$ cat config.mk
export PLATFORM = sky130hd
export DESIGN_NAME = mem_arbiter_flat
export DESIGN_NICKNAME = d
export VERILOG_FILES = /design/src/rtl/mem_arbiter_if.sv /design/src/rtl/mem_arbiter.sv /design/src/flat_wrapper.sv
export SDC_FILE = /design/constraint.sdc
export NUM_CORES = 1
export LEC_CHECK = 0
export ABC_AREA = 1
export BUFFER_PORTS_ARGS = -buffer_cell sky130_fd_sc_hd__clkbuf_2
export CAP_MARGIN = 10
export CORE_MARGIN = 2
export CORE_UTILIZATION = 35
export DETAILED_ROUTE_END_ITERATION = 6
export PLACE_DENSITY = 0.6
export SLEW_MARGIN = 20
export SYNTH_ARGS = -nofsm -noshare
export SYNTH_HDL_FRONTEND = slang
export SYNTH_SLANG_ARGS = --single-unit
$ cat constraint.sdc
create_clock -name CLK -period 2.5 [get_ports CLK]
set_input_delay 0.25 -clock CLK [delete_from_list [all_inputs] [get_ports CLK]]
set_output_delay 0.25 -clock CLK [all_outputs]
set_load 0.03 [all_outputs]
$ cat src/rtl/mem_arbiter_if.sv
// Request/response and memory-side signals of the instruction/data memory arbiter.
// master = the arbiter itself, slave = the requesters and memory around it.
interface mem_arbiter_if;
  logic        imemRen;
  logic [31:0] imemaddr;
  logic        dmmRen;
  logic        dmmWen;
  logic [31:0] dmmaddr;
  logic [31:0] dmmstore;
  logic        i_ready;
  logic        d_ready;
  logic [31:0] imemload;
  logic [31:0] dmmload;
  logic        bus_err;
  logic        mem_ren;
  logic        mem_wen;
  logic [31:0] mem_addr;
  logic [31:0] mem_wdata;
  logic [31:0] mem_rdata;
  logic        mem_busy;

  modport master (
    input  imemRen, imemaddr, dmmRen, dmmWen, dmmaddr, dmmstore, mem_rdata, mem_busy,
    output i_ready, d_ready, imemload, dmmload, bus_err,
    output mem_ren, mem_wen, mem_addr, mem_wdata
  );

  modport slave (
    output imemRen, imemaddr, dmmRen, dmmWen, dmmaddr, dmmstore, mem_rdata, mem_busy,
    input  i_ready, d_ready, imemload, dmmload, bus_err,
    input  mem_ren, mem_wen, mem_addr, mem_wdata
  );
endinterface

$ cat src/rtl/mem_arbiter.sv
// Two-source (instruction/data) arbiter onto a single memory port with
// alternating priority under contention and a busy-wait timeout abort.
module mem_arbiter #(
  parameter int TIMEOUT = 255
) (
  input logic           CLK,
  input logic           nRST,
  mem_arbiter_if.master bus
);

  localparam int CNT_W = $clog2(TIMEOUT + 1) + 1;

  typedef enum logic [1:0] {IDLE, IBUS, DBUS, RESP} state_t;

  state_t             state, state_n;
  logic [CNT_W-1:0]   cnt, cnt_n;
  logic               last_d, last_d_n;
  logic               ren_q, ren_n;
  logic               wen_q, wen_n;
  logic [31:0]        addr_q, addr_n;
  logic [31:0]        wdata_q, wdata_n;
  logic [31:0]        iload_q, iload_n;
  logic [31:0]        dload_q, dload_n;
  logic               irdy_q, irdy_n;
  logic               drdy_q, drdy_n;
  logic               err_q, err_n;

  logic               d_req;
  logic               pick_d;
  logic               pick_wr;
  logic               done;
  logic [31:0]        rd_val;

  // Data wins a tie unless it was the previous grant; both-strobes counts as a write.
  assign d_req   = bus.dmmRen | bus.dmmWen;
  assign pick_d  = d_req & (~bus.imemRen | ~last_d);
  assign pick_wr = pick_d & bus.dmmWen;
  assign done    = ~bus.mem_busy | (cnt == CNT_W'(TIMEOUT));
  assign rd_val  = bus.mem_busy ? 32'h0 : bus.mem_rdata;

  always_comb begin
    state_n  = state;
    cnt_n    = cnt;
    last_d_n = last_d;
    ren_n    = ren_q;
    wen_n    = wen_q;
    addr_n   = addr_q;
    wdata_n  = wdata_q;
    iload_n  = iload_q;
    dload_n  = dload_q;
    irdy_n   = 1'b0;
    drdy_n   = 1'b0;
    err_n    = 1'b0;

    case (state)
      IDLE: begin
        if (bus.imemRen | d_req) begin
          state_n  = pick_d ? DBUS : IBUS;
          last_d_n = pick_d;
          cnt_n    = '0;
          addr_n   = pick_d ? bus.dmmaddr : bus.imemaddr;
          wdata_n  = pick_wr ? bus.dmmstore : 32'h0;
          wen_n    = pick_wr;
          ren_n    = ~pick_wr;
        end
      end
      IBUS, DBUS: begin
        if (done) begin
          // A timeout completes like a normal access but flags the error and returns zero.
          state_n = RESP;
          ren_n   = 1'b0;
          wen_n   = 1'b0;
          err_n   = bus.mem_busy;
          if (state == IBUS) begin
            irdy_n  = 1'b1;
            iload_n = rd_val;
          end else begin
            drdy_n = 1'b1;
            if (!wen_q) dload_n = rd_val;
          end
        end else begin
          cnt_n = cnt + 1'b1;
        end
      end
      RESP:    state_n = IDLE;
      default: state_n = IDLE;
    endcase
  end

  always_ff @(posedge CLK) begin
    if (!nRST) begin
      state   <= IDLE;
      cnt     <= '0;
      last_d  <= 1'b0;
      ren_q   <= 1'b0;
      wen_q   <= 1'b0;
      addr_q  <= 32'h0;
      wdata_q <= 32'h0;
      iload_q <= 32'h0;
      dload_q <= 32'h0;
      irdy_q  <= 1'b0;
      drdy_q  <= 1'b0;
      err_q   <= 1'b0;
    end else begin
      state   <= state_n;
      cnt     <= cnt_n;
      last_d  <= last_d_n;
      ren_q   <= ren_n;
      wen_q   <= wen_n;
      addr_q  <= addr_n;
      wdata_q <= wdata_n;
      iload_q <= iload_n;
      dload_q <= dload_n;
      irdy_q  <= irdy_n;
      drdy_q  <= drdy_n;
      err_q   <= err_n;
    end
  end

  assign bus.mem_ren   = ren_q;
  assign bus.mem_wen   = wen_q;
  assign bus.mem_addr  = addr_q;
  assign bus.mem_wdata = wdata_q;
  assign bus.imemload  = iload_q;
  assign bus.dmmload   = dload_q;
  assign bus.i_ready   = irdy_q;
  assign bus.d_ready   = drdy_q;
  assign bus.bus_err   = err_q;

endmodule
$ cat src/flat_wrapper.sv
// flat-port wrapper written by rule: the top's interface ports become plain ports
module mem_arbiter_flat 
#(
  parameter int TIMEOUT = 255
)
  (CLK, nRST, bus_imemRen, bus_imemaddr, bus_dmmRen, bus_dmmWen, bus_dmmaddr, bus_dmmstore, bus_mem_rdata, bus_mem_busy, bus_i_ready, bus_d_ready, bus_imemload, bus_dmmload, bus_bus_err, bus_mem_ren, bus_mem_wen, bus_mem_addr, bus_mem_wdata);
  mem_arbiter_if bus_i ();
  input logic CLK;
  input logic nRST;
  input wire logic [$bits(bus_i.imemRen)-1:0] bus_imemRen;
  input wire logic [$bits(bus_i.imemaddr)-1:0] bus_imemaddr;
  input wire logic [$bits(bus_i.dmmRen)-1:0] bus_dmmRen;
  input wire logic [$bits(bus_i.dmmWen)-1:0] bus_dmmWen;
  input wire logic [$bits(bus_i.dmmaddr)-1:0] bus_dmmaddr;
  input wire logic [$bits(bus_i.dmmstore)-1:0] bus_dmmstore;
  input wire logic [$bits(bus_i.mem_rdata)-1:0] bus_mem_rdata;
  input wire logic [$bits(bus_i.mem_busy)-1:0] bus_mem_busy;
  output wire logic [$bits(bus_i.i_ready)-1:0] bus_i_ready;
  output wire logic [$bits(bus_i.d_ready)-1:0] bus_d_ready;
  output wire logic [$bits(bus_i.imemload)-1:0] bus_imemload;
  output wire logic [$bits(bus_i.dmmload)-1:0] bus_dmmload;
  output wire logic [$bits(bus_i.bus_err)-1:0] bus_bus_err;
  output wire logic [$bits(bus_i.mem_ren)-1:0] bus_mem_ren;
  output wire logic [$bits(bus_i.mem_wen)-1:0] bus_mem_wen;
  output wire logic [$bits(bus_i.mem_addr)-1:0] bus_mem_addr;
  output wire logic [$bits(bus_i.mem_wdata)-1:0] bus_mem_wdata;
  assign bus_i.imemRen = bus_imemRen;
  assign bus_i.imemaddr = bus_imemaddr;
  assign bus_i.dmmRen = bus_dmmRen;
  assign bus_i.dmmWen = bus_dmmWen;
  assign bus_i.dmmaddr = bus_dmmaddr;
  assign bus_i.dmmstore = bus_dmmstore;
  assign bus_i.mem_rdata = bus_mem_rdata;
  assign bus_i.mem_busy = bus_mem_busy;
  assign bus_i_ready = bus_i.i_ready;
  assign bus_d_ready = bus_i.d_ready;
  assign bus_imemload = bus_i.imemload;
  assign bus_dmmload = bus_i.dmmload;
  assign bus_bus_err = bus_i.bus_err;
  assign bus_mem_ren = bus_i.mem_ren;
  assign bus_mem_wen = bus_i.mem_wen;
  assign bus_mem_addr = bus_i.mem_addr;
  assign bus_mem_wdata = bus_i.mem_wdata;
  mem_arbiter #(.TIMEOUT(TIMEOUT)) u_core (.CLK(CLK), .nRST(nRST), .bus(bus_i));
endmodule
==> results of run 1 <==
[cell families after synthesis]
group	Yosys count	synth area share, %
buffers and inverters	100	7.62
AOI/OAI and AO/OA	255	22.2
adders and majority gates	6	1.30
and+or+nand+nor	265	18.6
DFF	145	50.2
[state kept, by name, indices dropped and copies added, names as in the netlist, 2 cells and up]
register	count
u_core.state	2
u_core.cnt	9
u_core.bus.mem_addr	32
u_core.bus.dmmload	32
u_core.bus.mem_wdata	32
u_core.bus.imemload	32
[cell type report]
| class | instances | share of cell area [%] |
|---|---|---|
| inverters | 43 | 2.08 |
| multi-input cells | 526 | 31.1 |
| clock inverters | 15 | 2.92 |
| flip-flops and latches | 145 | 36.8 |
| repair buffers | 279 | 18.3 |
| clock buffers | 17 | 5.40 |
| well taps | 216 | 3.43 |
[metrics by stage]
stage	cell area [um2]	power, mW
2_1_floorplan	5780	6.40
3_3_place_gp	7220	7.61
3_5_place_dp	7220	7.62
4_1_cts	7880	10.5
5_1_grt	7880	11.0
6_report	7880	10.4
[per-layer routing]
metal,track usage [%],up-vias,share of wire [%]
met5,0,-,0
met4,7.59,0,2.0
met3,5.13,25,5.9
met2,33.1,181,48
met1,23.9,2688,44
li1,-,3030,-
[timing repair]
action	CTS	global route
gates resized for setup	0	1
setup buffers	0	0
endpoints found under the setup margin	0	4
hold endpoints to repair	0	0
[critical path, delay by kind of cell, from the launching register on]
family | cells | cell delay [ns]
compound gates | 1 | 0.22
fa+ha+maj | 2 | 0.39
buf+inv | 2 | 0.31
flops | 1 | 0.35
simple gates | 6 | 0.80
[path summary, 6_finish.rpt]
kind | start | cells past startpoint | slack [ns] | endpoint
setup reg to reg | u_core.cnt[0] | 11 | 0.32 | u_core.bus.dmmload[6]
hold / removal | bus_dmmaddr[16] | 3 | 0.06 | u_core.bus.mem_addr[16]
hold reg to reg | u_core.cnt[4] | 2 | 0.45 | u_core.cnt[4]
setup / recovery | u_core.cnt[0] | 11 | 0.32 | u_core.bus.dmmload[6]
[placed cells by master (no fill, tap or decap)]
cell type   instances
a21oi_1           163
nor4_1              1
inv_2               2
inv_1              39
ha_1                6
nor3_4              1
nand2_4             2
inv_6               3
buf_4              12
o21ai_1             2
clkinv_2            2
clkinvlp_4          2
buf_12              1
o21ai_0            87
a21boi_4            1
nand4_1             1
bufinv_16           5
clkinv_4            2
inv_8               1
nand2_1           130
inv_4               1
o211ai_1            1
nor2_1             95
nand3_1            33
clkbuf_16          17
dfxtp_1           145
nand3_2             1
clkbuf_2          266
nor3_1              1
o21ai_2             1
clkinv_1            1
[power by group through the flow]
stage | Clock, mW | Sequential, mW | Combinational [mW]
finish | 2.82 | 3.29 | 4.26
detailed placement | 0 | 3.33 | 4.30
floorplan | 0 | 4.50 | 1.90
global route | 2.96 | 3.37 | 4.69
global placement | 0 | 3.32 | 4.29
CTS | 2.88 | 3.29 | 4.31
==> results.json, run 1 <==
{
  "status": "finished, final reports clean",
  "synthArstFlopShare_pct": 0,
  "grt.total_usage_pct": 19.6,
  "synth-seq-area-share_pct": 50.2,
  "ir_drop_mv": 0.823,
  "crit_arrival_ns": 2.49,
  "fin_util_pct": 49.3,
  "finalClockSkew_ns": 0.0102,
  "cpPeakStageDelay_ns": 0.35,
  "die_x_um": 133,
  "synth_common_cells": "a21oi_1, dfxtp_1, nand2_1",
  "core_area_um2": 16000,
  "post-route-period-util_pct": 87.3,
  "drive_gt1_share_pct": 31.2,
  "antenna_found_initial": 0,
  "hold_violations": 0,
  "pwr_density_cell_nw_per_um2": 1320,
  "synth-seq-cells": 145,
  "grt_pass1_vias": 5543,
  "route.detailed.drc": 0,
  "nets": 1152,
  "path_class": "reg2reg",
  "finalNonFillerCells": 1241,
  "final.setup.tns_ns": 0,
  "tightest_slew_ns": 0.796,
  "rows": 46,
  "clockBufferDepth": 2,
  "timing.final.crit_period_ns": 2.18,
  "swShare_pct": 43.0,
  "firstDrtPassIters": 6,
  "portBuffers": 266,
  "final_max_slew_viol_count": 0,
  "worstPathRequired_ns": 2.80,
  "diodes": 0,
  "cpMaxStageDelayCell": "dfxtp_1",
  "numCtsBuffers": 17,
  "clkPwrFrac_pct": 27.2,
  "seq_power_share_pct": 31.7,
  "layout_setup_ws_ns": 0.318,
  "multi_input_area_um2": 2450,
  "n_fill_cell": 1651,
  "dieArea_um2": 17600,
  "wl_mm": 17.6,
  "ys_warn_count": 0,
  "dieHeight_um": 133,
  "clk_latency_ns": 0.42,
  "worstSetupStartpointType": "flip-flop",
  "synth.avg_cell_area_um2": 7.50,
  "dp_slack_ns": 0.322,
  "setup_violations": 0,
  "hold_buffers": 0,
  "vias": 5924,
  "synth.area.top_cells": "dfxtp_1, a21oi_1, nand2_1",
  "crit_fanout": 32,
  "grt_pass1_wl_mm": 28.0,
  "synth_edf_count": 0,
  "cts.clk_slew.worst_paths_ns": 0.06,
  "dp_hpwl_mm": 12.2,
  "mappedNetlistArea_um2": 5780,
  "switchingPower_mw": 4.46,
  "synth_cell_types": 24,
  "fmax_mhz": 458,
  "clockRootBuffer": "clkbuf_16",
  "combinationalPowerShare_pct": 41.1,
  "ios": 267,
  "leakage_nw": 3.70,
  "synth_flop_cell": "dfxtp_1",
  "wl_per_cell_um": 14.2,
  "syn_to_final_growth_pct": 36.4,
  "yosysMostFrequentCell": "a21oi_1",
  "vias_per_cell": 4.77,
  "hold_ws_ns": 0.0647,
  "cell_internal_pwr_mw": 5.91,
  "register_area_um2": 2900,
  "cap_violations": 0,
  "clock_sinks": 145,
  "grt_max_degree": 88,
  "dp.cells": 1209,
  "hp-class": "in2reg",
  "postRouteAntennaNets": 0,
  "drt_iter0_markers": 288,
  "rsz0062_at_grt": "false",
  "gp_congestion": 0.786,
  "syn_nets": 911,
  "critPathCaptureType": "flip-flop",
  "htree_levels": 4,
  "path_cells": "ha_1 -> nand2_1 -> nor4_1 -> ha_1 -> inv_1 -> nand2_4 -> nand2_4 -> nor3_4 -> inv_2 -> a21oi_1 -> nor2_1",
  "synth_top_area_share_pct": 50.2,
  "initial_utilization_pct": 36.1,
  "cts_tree": "yes",
  "yosys.area.top_type": "dfxtp_1",
  "synthCells": 771,
  "gr-total-overflow": 0,
  "slew_headroom_pct": 47.0
}
Power figures use the tool's default switching activity.
==> inputs of run 2 (changes only) <==
Settings changed: RECOVER_POWER set to 100, TNS_END_PERCENT set to 20.
==> run 2 against run 1 <==
Clock power about the same; core utilization fell by 1.2 points; worst hold slack got worse by 0.0014 ns; critical endpoint is now u_core.cnt[6].
==> results.json, run 2 (synthesis gave the netlist of run 1 again) <==
{
  "drive_gt1_share_pct": 18.0,
  "use_met2_pct": 33.1,
  "postRouteAntennaNets": 0,
  "worstPathRequired_ns": 2.80,
  "portBuffers": 266,
  "final_max_slew_viol_count": 0,
  "tightest_slew_ns": 1.14,
  "slew_headroom_pct": 23.8,
  "hold_buffers": 0,
  "ir_drop_mv": 0.834,
  "final_common_cell": "a21oi_1",
  "gr-total-overflow": 0,
  "grt_busiest_layer": "met2",
  "clockRootBuffer": "clkbuf_16",
  "drt_iter0_markers": 303,
  "nets": 1152,
  "clock_sinks": 145,
  "fmax_mhz": 458,
  "pwr_density_cell_nw_per_um2": 1330,
  "htree_levels": 4,
  "route.detailed.drc": 0,
  "setup_violations": 0,
  "dieHeight_um": 133,
  "path_class": "reg2reg",
  "critPathCaptureType": "flip-flop",
  "final_cell_mix": "a21oi_1, dfxtp_1, clkbuf_2",
  "layout_setup_ws_ns": 0.318,
  "numCtsBuffers": 17,
  "grt_max_degree": 88,
  "n_fill_cell": 1708,
  "fin_util_pct": 48.1,
  "hold_violations": 0,
  "initial_utilization_pct": 36.1,
  "vias": 5950,
  "place_area_um2": 7220,
  "finalClockSkew_ns": 0.00975,
  "clk_latency_ns": 0.42,
  "crit_arrival_ns": 2.48,
  "leakage_nw": 3.24,
  "wl_mm": 17.8,
  "dp.cells": 1209,
  "finalNonFillerCells": 1241,
  "rows": 46,
  "timing.final.crit_period_ns": 2.18,
  "wl_per_cell_um": 14.3,
  "status": "finished, final reports clean",
  "dp_slack_ns": 0.322,
  "grt_util_met3_pct": 5.13,
  "grt.total_usage_pct": 19.6,
  "power.total_mw": 10.2,
  "crit_fanout": 10,
  "cts.clk_slew.worst_paths_ns": 0.06,
  "grt_pass1_wl_mm": 28.0,
  "clockBufferDepth": 2,
  "dieArea_um2": 17600,
  "vias_per_cell": 4.79,
  "antenna_found_initial": 0,
  "grtUsageMet1_pct": 23.9,
  "die_x_um": 133,
  "cts_tree": "yes",
  "hp-class": "in2reg",
  "final.setup.tns_ns": 0,
  "rsz0062_at_grt": "false",
  "fin_area_um2": 7690,
  "diodes": 0,
  "dp_hpwl_mm": 12.2,
  "post-route-period-util_pct": 87.3,
  "cap_violations": 0,
  "syn_to_final_growth_pct": 33.1,
  "gp_congestion": 0.786,
  "grt_pass1_vias": 5543,
  "firstDrtPassIters": 4,
  "ios": 267,
  "core_area_um2": 16000,
  "hold_ws_ns": 0.0633,
  "worstSetupStartpointType": "flip-flop"
}
## run 2: cell count changes in the layout (fill, tap and decap cells not counted), sizes merged
cell,before,now
buf,13,12
clkbuf,283,284
## run 2: layer usage
layer,up-vias,wire length (um)
li1,3031,-
met1,2712,7850
met2,185,8560
met3,22,1030
met4,0,348
met5,-,0
## run 2: area by class of cell
type                       instances  area [um2]  share of cell area, %
clock buffer                      17         425                   5.53
inverter                          43         161                   2.10
multi-input combinational        526        2430                   31.6
sequential                       145        2900                   37.7
timing repair buffer             279        1270                   16.5
tap                              216         270                   3.51
clock inverter                    15         230                   2.99
## run 2: worst max-delay path, cell delays in order (launching register included)
cell and delay, ns:
dfxtp_1 0.35, ha_1 0.19, nand2_1 0.11, nor4_1 0.32
ha_1 0.20, inv_1 0.06, nand2_4 0.08, nand2_4 0.08
nand3_1 0.28, inv_1 0.19, a21oi_1 0.16, nor2_1 0.05
## run 2: repair_timing
action	in CTS	in global routing
setup endpoints to repair	0	4
setup buffers	0	0
resized for setup	0	1
## run 2: worst paths after layout
| check | cells past startpoint | slack, ns | start | end |
|---|---|---|---|---|
| max | 11 | 0.32 | u_core.cnt[0] | u_core.cnt[6] |
| min | 3 | 0.06 | bus_dmmaddr[16] | u_core.bus.mem_addr[16] |
| max reg2reg | 11 | 0.32 | u_core.cnt[0] | u_core.cnt[6] |
| min reg2reg | 2 | 0.45 | u_core.cnt[4] | u_core.cnt[4] |
## run 2: power breakdown
part	internal (mW)	switching [mW]
sequential	2.96	0.323
combinational	1.00	3.10
clock	1.79	1.04
total	5.75	4.46
